## src/rtl/hazard_ctrl.sv

```systemverilog
// hazard_ctrl: pipeline hazard and stall controller for the 5-stage MIPS32 core.
// It detects load-use and mult/div hazards and taken-branch flushes, and drives
// the PC / IF/ID / ID/EX controls. It also tracks occupancy of the mult/div unit
// and keeps saturating debug counters for stall cycles and flushes.
module hazard_ctrl #(
    parameter int MUL_LAT = 4,
    parameter int DIV_LAT = 32
) (
    input  logic        clk,
    input  logic        rst_n,
    input  logic        id_valid,
    input  logic [5:0]  id_opcode,
    input  logic [5:0]  id_funct,
    input  logic [4:0]  id_rs,
    input  logic [4:0]  id_rt,
    input  logic        ex_valid,
    input  logic        ex_mem_read,
    input  logic [4:0]  ex_rt,
    input  logic        branch_taken,
    output logic        pc_en,
    output logic        ifid_en,
    output logic        ifid_flush,
    output logic        idex_bubble,
    output logic        md_start,
    output logic        md_busy,
    output logic [15:0] stall_cycles,
    output logic [15:0] flush_count
);

    localparam logic [5:0] MUL_LAT_W = 6'(MUL_LAT);
    localparam logic [5:0] DIV_LAT_W = 6'(DIV_LAT);

    typedef enum logic {
        IDLE,
        BUSY
    } md_state_t;

    md_state_t  state_q, state_d;
    logic [5:0] md_cnt_q, md_cnt_d;

    logic is_md, is_div, is_hilo, uses_rt;
    logic load_use, md_hazard, stall, md_launch;

    // Decode the ID instruction and evaluate the hazard conditions.
    always_comb begin
        is_md     = id_valid && (id_opcode == 6'b000000) && (id_funct[5:2] == 4'b0110);
        is_div    = id_funct[1];
        is_hilo   = id_valid && (id_opcode == 6'b000000) &&
                    ((id_funct == 6'b010000) || (id_funct == 6'b010010));
        uses_rt   = (id_opcode == 6'b000000) || (id_opcode == 6'b000100) ||
                    (id_opcode == 6'b000101) || (id_opcode == 6'b101011);
        load_use  = ex_valid && ex_mem_read && (ex_rt != 5'd0) &&
                    ((ex_rt == id_rs) || (uses_rt && (ex_rt == id_rt)));
        md_hazard = md_busy && (is_md || is_hilo);
        stall     = id_valid && !branch_taken && (load_use || md_hazard);
        // Launch is kept ungated by reset so the state registers never see rst_n as data.
        md_launch = is_md && !stall && !branch_taken;
    end

    // Pipeline control outputs: reset forcing first, then flush over stall over normal flow.
    always_comb begin
        // NOTE: every output gets a default before any branch so no latch is inferred.
        pc_en       = 1'b1;
        ifid_en     = 1'b1;
        ifid_flush  = 1'b0;
        idex_bubble = 1'b0;
        md_start    = md_launch;
        if (!rst_n) begin
            pc_en       = 1'b0;
            ifid_en     = 1'b0;
            ifid_flush  = 1'b1;
            idex_bubble = 1'b1;
            md_start    = 1'b0;
        end else if (branch_taken) begin
            ifid_flush  = 1'b1;
            idex_bubble = 1'b1;
        end else if (stall) begin
            pc_en       = 1'b0;
            ifid_en     = 1'b0;
            idex_bubble = 1'b1;
        end
    end

    // Mult/div occupancy next-state: load latency on launch, count down to idle.
    always_comb begin
        state_d  = state_q;
        md_cnt_d = md_cnt_q;
        case (state_q)
            IDLE: begin
                if (md_launch) begin
                    md_cnt_d = is_div ? DIV_LAT_W : MUL_LAT_W;
                    state_d  = BUSY;
                end
            end
            BUSY: begin
                md_cnt_d = md_cnt_q - 6'd1;
                if (md_cnt_q == 6'd1) state_d = IDLE;
            end
            default: begin
                state_d  = IDLE;
                md_cnt_d = 6'd0;
            end
        endcase
    end

    // Mult/div state register; reset aborts any in-flight occupancy at once.
    always_ff @(posedge clk or negedge rst_n) begin
        if (!rst_n) begin
            state_q  <= IDLE;
            md_cnt_q <= 6'd0;
        end else begin
            // NOTE: sequential state uses non-blocking assignments so all flops update together.
            state_q  <= state_d;
            md_cnt_q <= md_cnt_d;
        end
    end

    assign md_busy = (state_q == BUSY);

    // Saturating debug counters for stall cycles and taken-branch flushes.
    always_ff @(posedge clk or negedge rst_n) begin
        if (!rst_n) begin
            stall_cycles <= 16'd0;
            flush_count  <= 16'd0;
        end else begin
            if (stall && (stall_cycles != 16'hFFFF)) stall_cycles <= stall_cycles + 16'd1;
            if (branch_taken && (flush_count != 16'hFFFF)) flush_count <= flush_count + 16'd1;
        end
    end

endmodule

```

## config.mk

```make
export PLATFORM = sky130hd
export DESIGN_NAME = hazard_ctrl
export DESIGN_NICKNAME = d
export VERILOG_FILES = /design/src/rtl/hazard_ctrl.sv
export SDC_FILE = /design/constraint.sdc
export NUM_CORES = 1
export LEC_CHECK = 0
export CAP_MARGIN = 20
export CORE_MARGIN = 2
export CORE_UTILIZATION = 51
export CTS_BUF_LIST = sky130_fd_sc_hd__clkbuf_2 sky130_fd_sc_hd__clkbuf_4 sky130_fd_sc_hd__clkbuf_8
export DETAILED_ROUTE_END_ITERATION = 16
export PLACE_DENSITY = 0.95
export SLEW_MARGIN = 25
export SYNTH_ARGS = -nofsm -noshare
export SYNTH_HDL_FRONTEND = slang
export SYNTH_SLANG_ARGS = --single-unit
```

## constraint.sdc

```tcl
create_clock -name clk -period 6.2 [get_ports clk]
set_input_delay 1.24 -clock clk [delete_from_list [all_inputs] [get_ports clk]]
set_output_delay 1.24 -clock clk [all_outputs]
set_load 0.02 [all_outputs]
```

==> metrics <==
Core Area=4060 sq um; synth unique cells=41; worst-path maximum fanout=20; IO Pins=71; gpl congestion=0.818; CTS max path bufs=2; row count=23; non-filler cells, final=340; largest area contributor in the synthesized netlist=dfrtp_1; IO buf count=70; Avg WL per Cell=14.2 um; clk_skew=0.00213 ns; GRT Total Usage=22.4%; most common cell in the synthesized netlist=dfrtp_1; mean post-synth cell area=10.2 sq um; FMAX=0.195 GHz; most common library cells after synthesis=dfrtp_1, xor2_1, xnor2_1; CTS HTree Levels=2; vias in the first global route=1,945; Initial Utilization=53.8%; overall routed net length=4.82 mm; nets=326; post-synth net total=251; largest net degree at the start of global routing=42; CTS Buf Count=5; Remaining DRCs=0; unrepaired setup endpoints after global routing=false; ANT cells=0; type of the worst min-delay path=reg -> reg; area grow syn2layout=38.6%; Max VDD drop=0.121 mV; first-pass GRT wire length=8.69 mm; kind of critical path=in -> out; grt peak-use layer=met2; top cell type's share of synthesized area=44.7%; met1 usage=26.6%; CTS Sinks=39; mapped cell area=2180 sq um; DR vias=1,872; Most used DFF post-synth=dfrtp_1; worst slew pin tran=0.754 ns; CTS tree=yes; chip width=69.4 um; post-cts sizing count=0; clk slew on worst S/H paths=0.07 ns; Pleak=1.31 nW; dpl cells=332; Tmin final=5.12 ns; Pre-antenna DRT Iters=4; critical path endpoint category=output pin; drt initial violations=90; top cells by area, synth=dfrtp_1, xor2_1, xnor2_1; die span in y=69.4 um; GR Util met3=6.83%; EDFF count, synth=0; power per cell area=228 nW/um^2; Hold Vio Cnt, Final=0; Post-DRT Antenna Nets=0; setup violators final=0; die area=4820 sq um; Critical Path Source Type=primary input; fin. max-slew vios=0; FFs w/ async S/R, synth=100%; sequential area share after synthesis=44.7%; CTS root buffer=clkbuf_8; period utilisation layout=82.5%; #FFs+latches synth=39; postcts setup bufs=0; cts-stage hold buffer count=0; initial antenna violation count=0; M2 GR Usage=37.5%; Ys Warns=0; Vias/cell=5.51; hpwl dp=3.65 mm; Worst Setup Slack, final=1.08 ns; fraction of layout instances using a drive strength above 1=7.93%; status=complete, no violations; Critical Path RT=4.96 ns; clock insertion delay at the later pin of the skew report=0.29 ns; Max-Cap Viols=0; setup_tns=0 ns; crit path DAT=3.88 ns; Congestion Overflow GR=0; Syn Inst Count=214; Slew headroom=49.3%; Place WS=1.07 ns
==> registers in the layout, indices dropped and copies added (netlist names) <==
| name | cells |
|---|---|
| flush_count | 16 |
| md_busy | 1 |
| md_cnt_q | 6 |
| stall_cycles | 16 |
==> cell usage in the layout, fill, tap and decap left out, types with 4 or more instances in the layout <==
master / instances
and2_1: 4
nand3_1: 17
clkdlybuf4s50_1: 69
and3_1: 6
nor3_1: 6
nor2_1: 18
nor3_2: 4
xor2_1: 22
nand2_1: 18
ha_1: 4
nand4_1: 7
clkbuf_8: 7
dfrtp_1: 39
xnor2_1: 20
nand2b_1: 5
inv_1: 5
==> stage by stage <==
step | util [%] | cell area (sq um) | power (W) | hold slack (ns)
4_1_cts | 74.6 | 3030 | 0.000697 | 0.490
5_1_grt | 74.6 | 3030 | 0.000728 | 0.504
2_1_floorplan | - | 2180 | 0.000410 | 0.511
3_3_place_gp | 72.0 | 2920 | 0.000494 | 0.476
6_report | 74.6 | 3030 | 0.000689 | 0.494
3_5_place_dp | 72.0 | 2920 | 0.000502 | 0.477
==> power breakdown <==
| group | leakage (nW) | switching (W) | internal, W | total [W] |
|---|---|---|---|---|
| Sequential | 0.520 | 0.0000363 | 0.000284 | 0.000320 |
| Combinational | 0.734 | 0.0000805 | 0.0000964 | 0.000177 |
| Clock | 0.0549 | 0.0000867 | 0.000106 | 0.000193 |
==> worst paths after layout <==
check,from,end,slack (ns),cells past startpoint
max,id_opcode[2],pc_en,1.08,8
min,stall_cycles[10],stall_cycles[10],0.49,1
max reg2reg,stall_cycles[0],stall_cycles[1],4.12,6
min reg2reg,stall_cycles[10],stall_cycles[10],0.49,1
max in group asynchronous,rst_n,md_cnt_q[0],4.87,2
min in group asynchronous,rst_n,stall_cycles[5],0.99,2
==> cell type report <==
cell class	instances	area (sq um)
multi-input combinational	166	1150
inverter	5	18.8
sequential	39	976
tap	50	62.6
timing repair buffer	72	711
fill	296	1030
clock buffer	8	104
==> per-layer routing <==
layer,vias to the layer above,routed length [um]
met4,0,78
met2,63,2430
met1,901,2000
met3,6,311
met5,-,0
li1,902,-
==> kinds of logic after synthesis <==
logic type	after synthesis	share of synthesized area, %
AO/OA/AOI/OAI	14	4.99
XOR/XNOR	42	16.8
adder cells (fa/ha/maj)	4	2.29
buffers and inverters	9	2.41
flip-flops	39	44.7
multiplexers	3	1.49
AND/OR/NAND/NOR	103	27.3
==> worst max-delay path, stage by stage <==
cell and delay, ns:
clkdlybuf4s50_1 0.41, or4b_1 0.54, nor3b_2 0.23, a41oi_1 0.14, a311o_1 0.35, buf_4 0.22
and2_1 0.20, clkdlybuf4s50_1 0.53
Note: power is estimated with default switching activity, not from simulation.
